**src/rtl/pulse_capture_ctrl.sv**
```systemverilog
// Pulse capture controller: writes a pre/post-trigger window of ADC samples
// into a circular sample buffer, keyed on the rising edge of the trigger level.
module pulse_capture_ctrl #(
    parameter int AW = 10,
    parameter int DW = 14
) (
    input  logic          adc_clk,
    input  logic          adc_rstn,
    input  logic [DW-1:0] adc_dat_a,
    input  logic          trig_in,
    input  logic          arm,
    input  logic          abort,
    input  logic [AW-1:0] pre_len,
    input  logic [AW-1:0] post_len,
    output logic          buf_we,
    output logic [AW-1:0] buf_addr,
    output logic [DW-1:0] buf_dat,
    output logic [AW-1:0] trig_addr,
    output logic          busy,
    output logic          done,
    output logic [15:0]   evt_cnt
);

    typedef enum logic [2:0] {
        S_IDLE = 3'd0,
        S_PRE  = 3'd1,
        S_WAIT = 3'd2,
        S_POST = 3'd3,
        S_DONE = 3'd4
    } state_t;

    state_t        state;
    state_t        state_nxt;
    logic          trig_d;
    logic          trig_edge;
    logic          writing;
    logic          idle_arm;
    logic [AW-1:0] wr_ptr;
    logic [AW-1:0] seg_cnt;
    logic [AW-1:0] seg_cnt_inc;
    logic [AW-1:0] pre_q;
    logic [AW-1:0] post_q;
    logic [AW-1:0] pre_lim;

    // A level already high when sampled by trig_d never produces an edge.
    assign trig_edge   = trig_in & ~trig_d;
    assign writing     = (state == S_PRE) || (state == S_WAIT) || (state == S_POST);
    assign idle_arm    = ((state == S_IDLE) || (state == S_DONE)) && arm;
    assign seg_cnt_inc = seg_cnt + AW'(1);
    // A zero pre-trigger length still takes one sample before trigger search.
    assign pre_lim     = (pre_q == '0) ? AW'(1) : pre_q;

    // Next-state decode; abort outranks arm and trigger edge.
    always_comb begin
        state_nxt = state;
        if (abort) begin
            state_nxt = S_IDLE;
        end else begin
            case (state)
                S_IDLE, S_DONE: if (arm) state_nxt = S_PRE;
                S_PRE:          if (seg_cnt_inc == pre_lim) state_nxt = S_WAIT;
                S_WAIT:         if (trig_edge) state_nxt = (post_q == '0) ? S_DONE : S_POST;
                S_POST:         if (seg_cnt_inc == post_q) state_nxt = S_DONE;
                default:        state_nxt = S_IDLE;
            endcase
        end
    end

    // State register with busy/done decoded from the next state so they are registered.
    always_ff @(posedge adc_clk or negedge adc_rstn) begin
        if (!adc_rstn) begin
            state <= S_IDLE;
            busy  <= 1'b0;
            done  <= 1'b0;
        end else begin
            state <= state_nxt;
            busy  <= (state_nxt == S_PRE) || (state_nxt == S_WAIT) || (state_nxt == S_POST);
            done  <= (state_nxt == S_DONE);
        end
    end

    // Buffer write path, segment counter, trigger address and event counter.
    always_ff @(posedge adc_clk or negedge adc_rstn) begin
        if (!adc_rstn) begin
            trig_d    <= 1'b0;
            buf_we    <= 1'b0;
            buf_addr  <= '0;
            buf_dat   <= '0;
            wr_ptr    <= '0;
            seg_cnt   <= '0;
            pre_q     <= '0;
            post_q    <= '0;
            trig_addr <= '0;
            evt_cnt   <= '0;
        end else begin
            trig_d <= trig_in;
            if (abort) begin
                buf_we <= 1'b0;
            end else if (writing) begin
                buf_we   <= 1'b1;
                buf_addr <= wr_ptr;
                buf_dat  <= adc_dat_a;
                wr_ptr   <= wr_ptr + AW'(1);
                // Segment counter restarts whenever the phase changes.
                seg_cnt  <= (state_nxt != state) ? '0 : seg_cnt_inc;
                if ((state == S_WAIT) && trig_edge) begin
                    trig_addr <= wr_ptr;
                    evt_cnt   <= evt_cnt + 16'd1;
                end
            end else begin
                buf_we <= 1'b0;
                if (idle_arm) begin
                    wr_ptr  <= '0;
                    seg_cnt <= '0;
                    pre_q   <= pre_len;
                    post_q  <= post_len;
                end
            end
        end
    end

endmodule

```
**config.mk**
```make
export PLATFORM = sky130hd
export DESIGN_NAME = pulse_capture_ctrl
export DESIGN_NICKNAME = d
export VERILOG_FILES = /design/src/rtl/pulse_capture_ctrl.sv
export SDC_FILE = /design/constraint.sdc
export NUM_CORES = 1
export LEC_CHECK = 0
export ABC_CLOCK_PERIOD_IN_PS = 5400
export BUFFER_PORTS_ARGS = -buffer_cell sky130_fd_sc_hd__buf_4
export CAP_MARGIN = 20
export CORE_MARGIN = 2
export CORE_UTILIZATION = 30
export CTS_CLUSTER_SIZE = 16
export DETAILED_ROUTE_END_ITERATION = 16
export PLACE_DENSITY_LB_ADDON = 0.2
export SETUP_SLACK_MARGIN = 0.4
export SYNTH_ARGS = -nofsm -noshare
export SYNTH_HDL_FRONTEND = slang
export SYNTH_SLANG_ARGS = --single-unit
```
**constraint.sdc**
```tcl
create_clock -name adc_clk -period 5.4 [get_ports adc_clk]
set_clock_uncertainty 0.1 [all_clocks]
set_input_delay 0.54 -clock adc_clk [delete_from_list [all_inputs] [get_ports adc_clk]]
set_output_delay 0.54 -clock adc_clk [all_outputs]
set_load 0.05 [all_outputs]
```
Word level (Yosys, flattened, before mapping)

Index checks and enable logic that the tools add are counted.

Flip-flop bits (word level): 97
Bits in latches: 0
RAM bits: 0
ROM bits: 0
Input bits: 39
Output and inout port bits: 53
Word-level logic and storage cells: 61
Memories kept: 0

$add $sub $neg: 3
Multipliers: 0
Div/mod/pow operators: 0
Order comparisons: 0
Eq/ne operators: 11
Shift operators: 0
Mux-type cells: 14
Bitwise gates (word level): 4
Reductions and logical operators: 16

Operator list:

| operator                                            | number |
|---|---|
| two-way mux 10 bit                                  | 5 |
| adder 10 x 1 -> 10 bit, second input constant       | 2 |
| equality test 10 bit                                | 2 |
| logical NOT 10 bit                                  | 2 |
| two-way mux 3 bit                                   | 6 |
| adder 16 x 1 -> 16 bit, second input constant       | 1 |
| equality test 3 x 2 -> 1 bit, second input constant | 4 |
| case mux 3 bit (4 select lines)                     | 1 |
| equality test 3 x 1 -> 1 bit, second input constant | 2 |
| equality test 3 bit, second input constant          | 2 |
| AND reduction 3 bit                                 | 2 |
| logical OR 1 bit                                    | 5 |
| AND reduction 2 bit                                 | 2 |
| logical NOT 3 bit                                   | 1 |
| inequality test 3 bit                               | 1 |
| NOT 1 bit                                           | 3 |
| logical AND 1 bit                                   | 2 |
| two-way mux 1 bit                                   | 2 |
| nonzero test 2 bit                                  | 1 |
| OR reduction 2 bit                                  | 1 |
| bitwise AND 1 bit                                   | 1 |

Depth between registers and ports, before layout

Word-level depth: 9
Gate-level depth with buffers: 11
Mapped depth without buffers: 9

Least setup slack after synthesis

OpenSTA, ideal clock, no wires.

Path type: register -> register
Start: reg seg_cnt[0]
End: reg seg_cnt[6]
Library setup time: 0.124 ns
Data arrival time: 2.582 ns
Setup slack: 2.594 ns
Stages on the path, launching flop included: 12
Buffers on the path: 2
Clock period less this slack: 2.806 ns
Cells stage by stage: dfrtp_1 ha_1 buf_4 and3_1 nand3_1 xnor2_1 nand3_1 or4_4 a31oi_4 buf_6 nor2_2 a211o_1

Cells in the longest elaborated chain, start to end: 8
Elaborated cells on any way between the ends: 10
Classes of those cells: add/sub: 1; eq/ne: 3; mux: 6

RTL lines:

| element                                        | RTL line | text |
|---|---|---|
| from (decl)                                    | 39       | `logic [AW-1:0] seg_cnt;` |
| from (signal assigned)                         | 105      | `seg_cnt <= (state_nxt != state) ? '0 : seg_cnt_inc;` |
| adder 10 x 1 -> 10 bit (*)                     | 49       | `assign seg_cnt_inc = seg_cnt + AW'(1);` |
| equality test 10 bit, on equally long branches | 63, 61   |  |
| two-way mux 3 bit, on equally long branches    | 63, 61   |  |
| case mux 3 bit (4 select lines)                | 59       | `case (state)` |
| two-way mux 3 bit                              | 56       | `if (abort) begin` |
| inequality test 3 bit                          | 105      |  |
| two-way mux 10 bit (*)                         | 105      |  |
| two-way mux 10 bit (*)                         | 99       | `end else if (writing) begin` |

Every way passes the cells marked *; elsewhere a longest branch is shown, timed or not.
A chain may end at the register's enable or synchronous reset.

Final worst setup path

Start: reg seg_cnt[0]
End: reg seg_cnt[3]

Same word-level chain as after synthesis.

==> flow_metrics.py <==
metrics = {
    "outcome": {
        "outcome": "finished, final reports clean",
    },
    "synth": {
        "synthSimpleGateAreaFrac": 0.1812,
        "synth_compound_area_frac": 0.06681,
        "ys_top_cells_by_area": "dfrtp_1 (53%), mux2_2 (8.9%), nand2_1 (7.0%)",
        "ys_warn_count": 0,
        "syn_area_mm2": 0.004551,
        "synth_ff_type": "dfrtp_1",
        "synth_xor_xnor_area_share": 0.08853,
        "synth_top_area_cell": "dfrtp_1",
        "synth-seq-cells": 97,
        "synth_nets": 456,
        "synth_edf_count": 0,
        "syn_avg_cell_area_um2": 10.99,
        "muxShareOfSynthArea": 0.08908,
        "synth_adder_area_share": 0.008249,
        "synth_top_family_by_area": "simple AND/OR/NAND/NOR gates",
        "synthDistinctLibCells": 50,
        "async_reset_ff_frac": 1.000,
        "synth.top_cell.area_share": 0.5334,
        "syn_inst": 414,
        "post-synth-top-count-cell": "dfrtp_1",
        "ys_seq_area_frac": 0.5334,
        "synth_common_cells": "dfrtp_1 (97), nand2_1 (85), mux2_2 (36)",
    },
    "clock_network": {
        "clockBufferDepth": 2,
        "post_cts_resize_count": 0,
        "cts_max_level": 3,
        "post_cts_buffers": 0,
        "clkSinkCount": 97,
        "cts_root_buf": "clkbuf_16",
        "ctsHoldBuffers": 0,
        "clkTransAtPathRegs_ns": 0.06,
        "clock_latency_ns": 0.35,
        "numCtsBuffers": 9,
        "cts_tree": "built",
    },
    "floorplanning": {
        "die_area_mm2": 0.01617,
        "core_area_mm2": 0.01503,
        "die_h_um": 127.2,
        "rows": 45,
        "die_width_um": 127.2,
        "initial_core_util": 0.3027,
        "io_pins": 92,
    },
    "place": {
        "gp_congestion": 0.8745,
        "hpwl_mm": 7.184,
        "io_buffers": 91,
    },
    "setup_path": {
        "crit_path_start": "seg_cnt[0]",
        "path_max_fanout": 17,
        "cp-start-kind": "register",
        "critical_path_class": "reg2reg",
        "slowest_stage": "or4_4",
        "endpoint": "seg_cnt[3]",
        "cp-end-kind": "register",
        "r2r_start": "seg_cnt[0]",
        "regToRegEndpoint": "seg_cnt[3]",
        "arrival_ns": 3.42,
        "slowest_delay_ns": 0.52,
        "required_ns": 5.54,
        "rrSetupSlack_ns": 2.12,
        "crit_cells": 9,
        "worstPathCellList": "ha_1, and3_1, nand3_1, xnor2_1, nand3_1, or4_4, a31oi_4, o22ai_1, a21o_1",
        "critPathTopFamily": "simple AND/OR/NAND/NOR gates",
        "reg2regPathDepth": 9,
        "crit_buf_inv": 0,
        "crit_top_cell": "nand3_1",
    },
    "routing": {
        "drtPass1Iterations": 4,
        "routed_wl_mm": 10.32,
        "drtIter0Drc": 107,
        "route.detailed.drc": 0,
        "via_count": 3284,
        "viasPerCell": 4.753,
        "avgRoutedWirePerCell_um": 14.94,
        "ant_nets": 0,
    },
    "global_route": {
        "grt_pass1_wl_mm": 17.39,
        "grt_pass1_vias": 3445,
        "antenna_found_initial": 0,
        "grtUsageTotal": 0.1368,
        "grt_remaining_overflow": 0,
        "grt_max_degree": 56,
    },
    "sta": {
        "report.final.slew_viol_count": 0,
        "fmax_mhz": 305.0,
        "hold_viol": 0,
        "tns_ns": 0,
        "max_slew_margin": 0.3290,
        "layout_min_cycle_time_ns": 3.279,
        "tightest_slew_ns": 1.004,
        "rsz0062_at_grt": "false",
        "setup_viol": 0,
        "period_share": 0.6072,
    },
    "layout": {
        "syn2layout_area_growth_pct": 24.80,
        "layout-drive-gt1-share": 0.3221,
        "antenna_cells": 0,
        "utilization": 0.3778,
        "nets": 542,
    },
    "job": {
        "maxCapViolations": 0,
    },
    "pwr": {
        "vdd_drop_max_v": 0.0003081,
        "p_per_area_mw_per_mm2": 462.8,
        "p_leak_uw": 0.002711,
    },
    "worst_hold_path": {
        "hold_class": "in2async",
    },
}
-- metal layers --
layer	track usage	part of all wire	vias to the layer above
met2	0.2173	0.46	72
li1	-	-	1603
met3	0.03853	0.048	19
met4	0.06076	0.026	0
met5	0	0	-
met1	0.1749	0.46	1590
-- registers in the layout, indices dropped and copies added, names as in the netlist --
signal	count
buf_we	1
busy	1
pre_q	10
wr_ptr	10
done	1
seg_cnt	10
buf_addr	10
trig_addr	10
state	3
buf_dat	14
post_q	10
trig_d	1
evt_cnt	16
-- where the power goes --
part / switching (µW) / internal, µW / leakage [µW]
Sequential: 159 / 884 / 0.00127
Combinational: 567 / 335 / 0.00129
Clock: 279 / 404 / 0.000147
-- final cells by class --
type	instances	area, µm²
Timing Repair Buffer	94	713.2
Tap cell	188	235.2
Clock buffer	10	229.0
Inverter	2	7.507
Sequential cell	97	2427
Multi-Input combinational cell	296	1988
Clock inverter	4	78.83
Fill cell	1466	9354
-- cell families after synthesis --
| logic type | Yosys count |
|---|---|
| fa+ha+maj | 3 |
| xor+xnor | 46 |
| simple gates | 169 |
| flops | 97 |
| mux | 36 |
| compound gates | 42 |
| buf+inv | 21 |
-- worst min-delay path by stage --
stage                            from  cells past startpoint     endpoint
after floorplan              adc_rstn                      0  buf_addr[0]
after global placement    evt_cnt[15]                      1  evt_cnt[15]
after detailed placement     pre_q[0]                      2     pre_q[0]
after CTS                    adc_rstn                      1   evt_cnt[7]
after global routing          trig_in                      1       trig_d
final                        adc_rstn                      1  evt_cnt[15]
-- worst reg2reg max path, delay by kind of cell, from the launching register on --
family	cells	cell delay, ns
fa+ha+maj	1	0.39
flops	1	0.47
xor+xnor	1	0.20
simple gates	4	1.10
compound gates	3	0.91
-- per-stage QoR --
stage / hold WS, ns / std cells / total power, µW / instance area [µm²] / setup slack [ns]
floorplan: 0.1444 / 414 / 1665 / 4551 / 2.594
global placement: 0.3642 / 676 / 1952 / 5356 / 2.242
detailed placement: 0.3753 / 676 / 1962 / 5356 / 2.158
CTS: 0.1715 / 690 / 2665 / 5664 / 2.137
global route: 0.2057 / 691 / 2780 / 5679 / 1.911
finish: 0.1420 / 691 / 2628 / 5679 / 2.121
-- cells in the final DEF (no fill, tap or decap), types with 2 or more instances in the layout --
master and n:
dfrtp_1 97, buf_4 93, nand2_1 85, mux2_2 36, xnor2_1 32, nand3_1 16, xor2_1 14, nor3_1 13
nor2_1 12, o21ai_0 12, nand4_1 9, clkbuf_16 9, and3_1 6, a21o_1 5, nor4_1 4, nor2_2 4
o22ai_1 4, a21oi_1 3, o31ai_1 3, or2_2 3, a211o_1 3, ha_1 3, inv_1 2, nor3b_1 2
or4_1 2, nand2b_1 2, o211ai_1 2, bufinv_16 2
(Power assumes the default switching activity.)
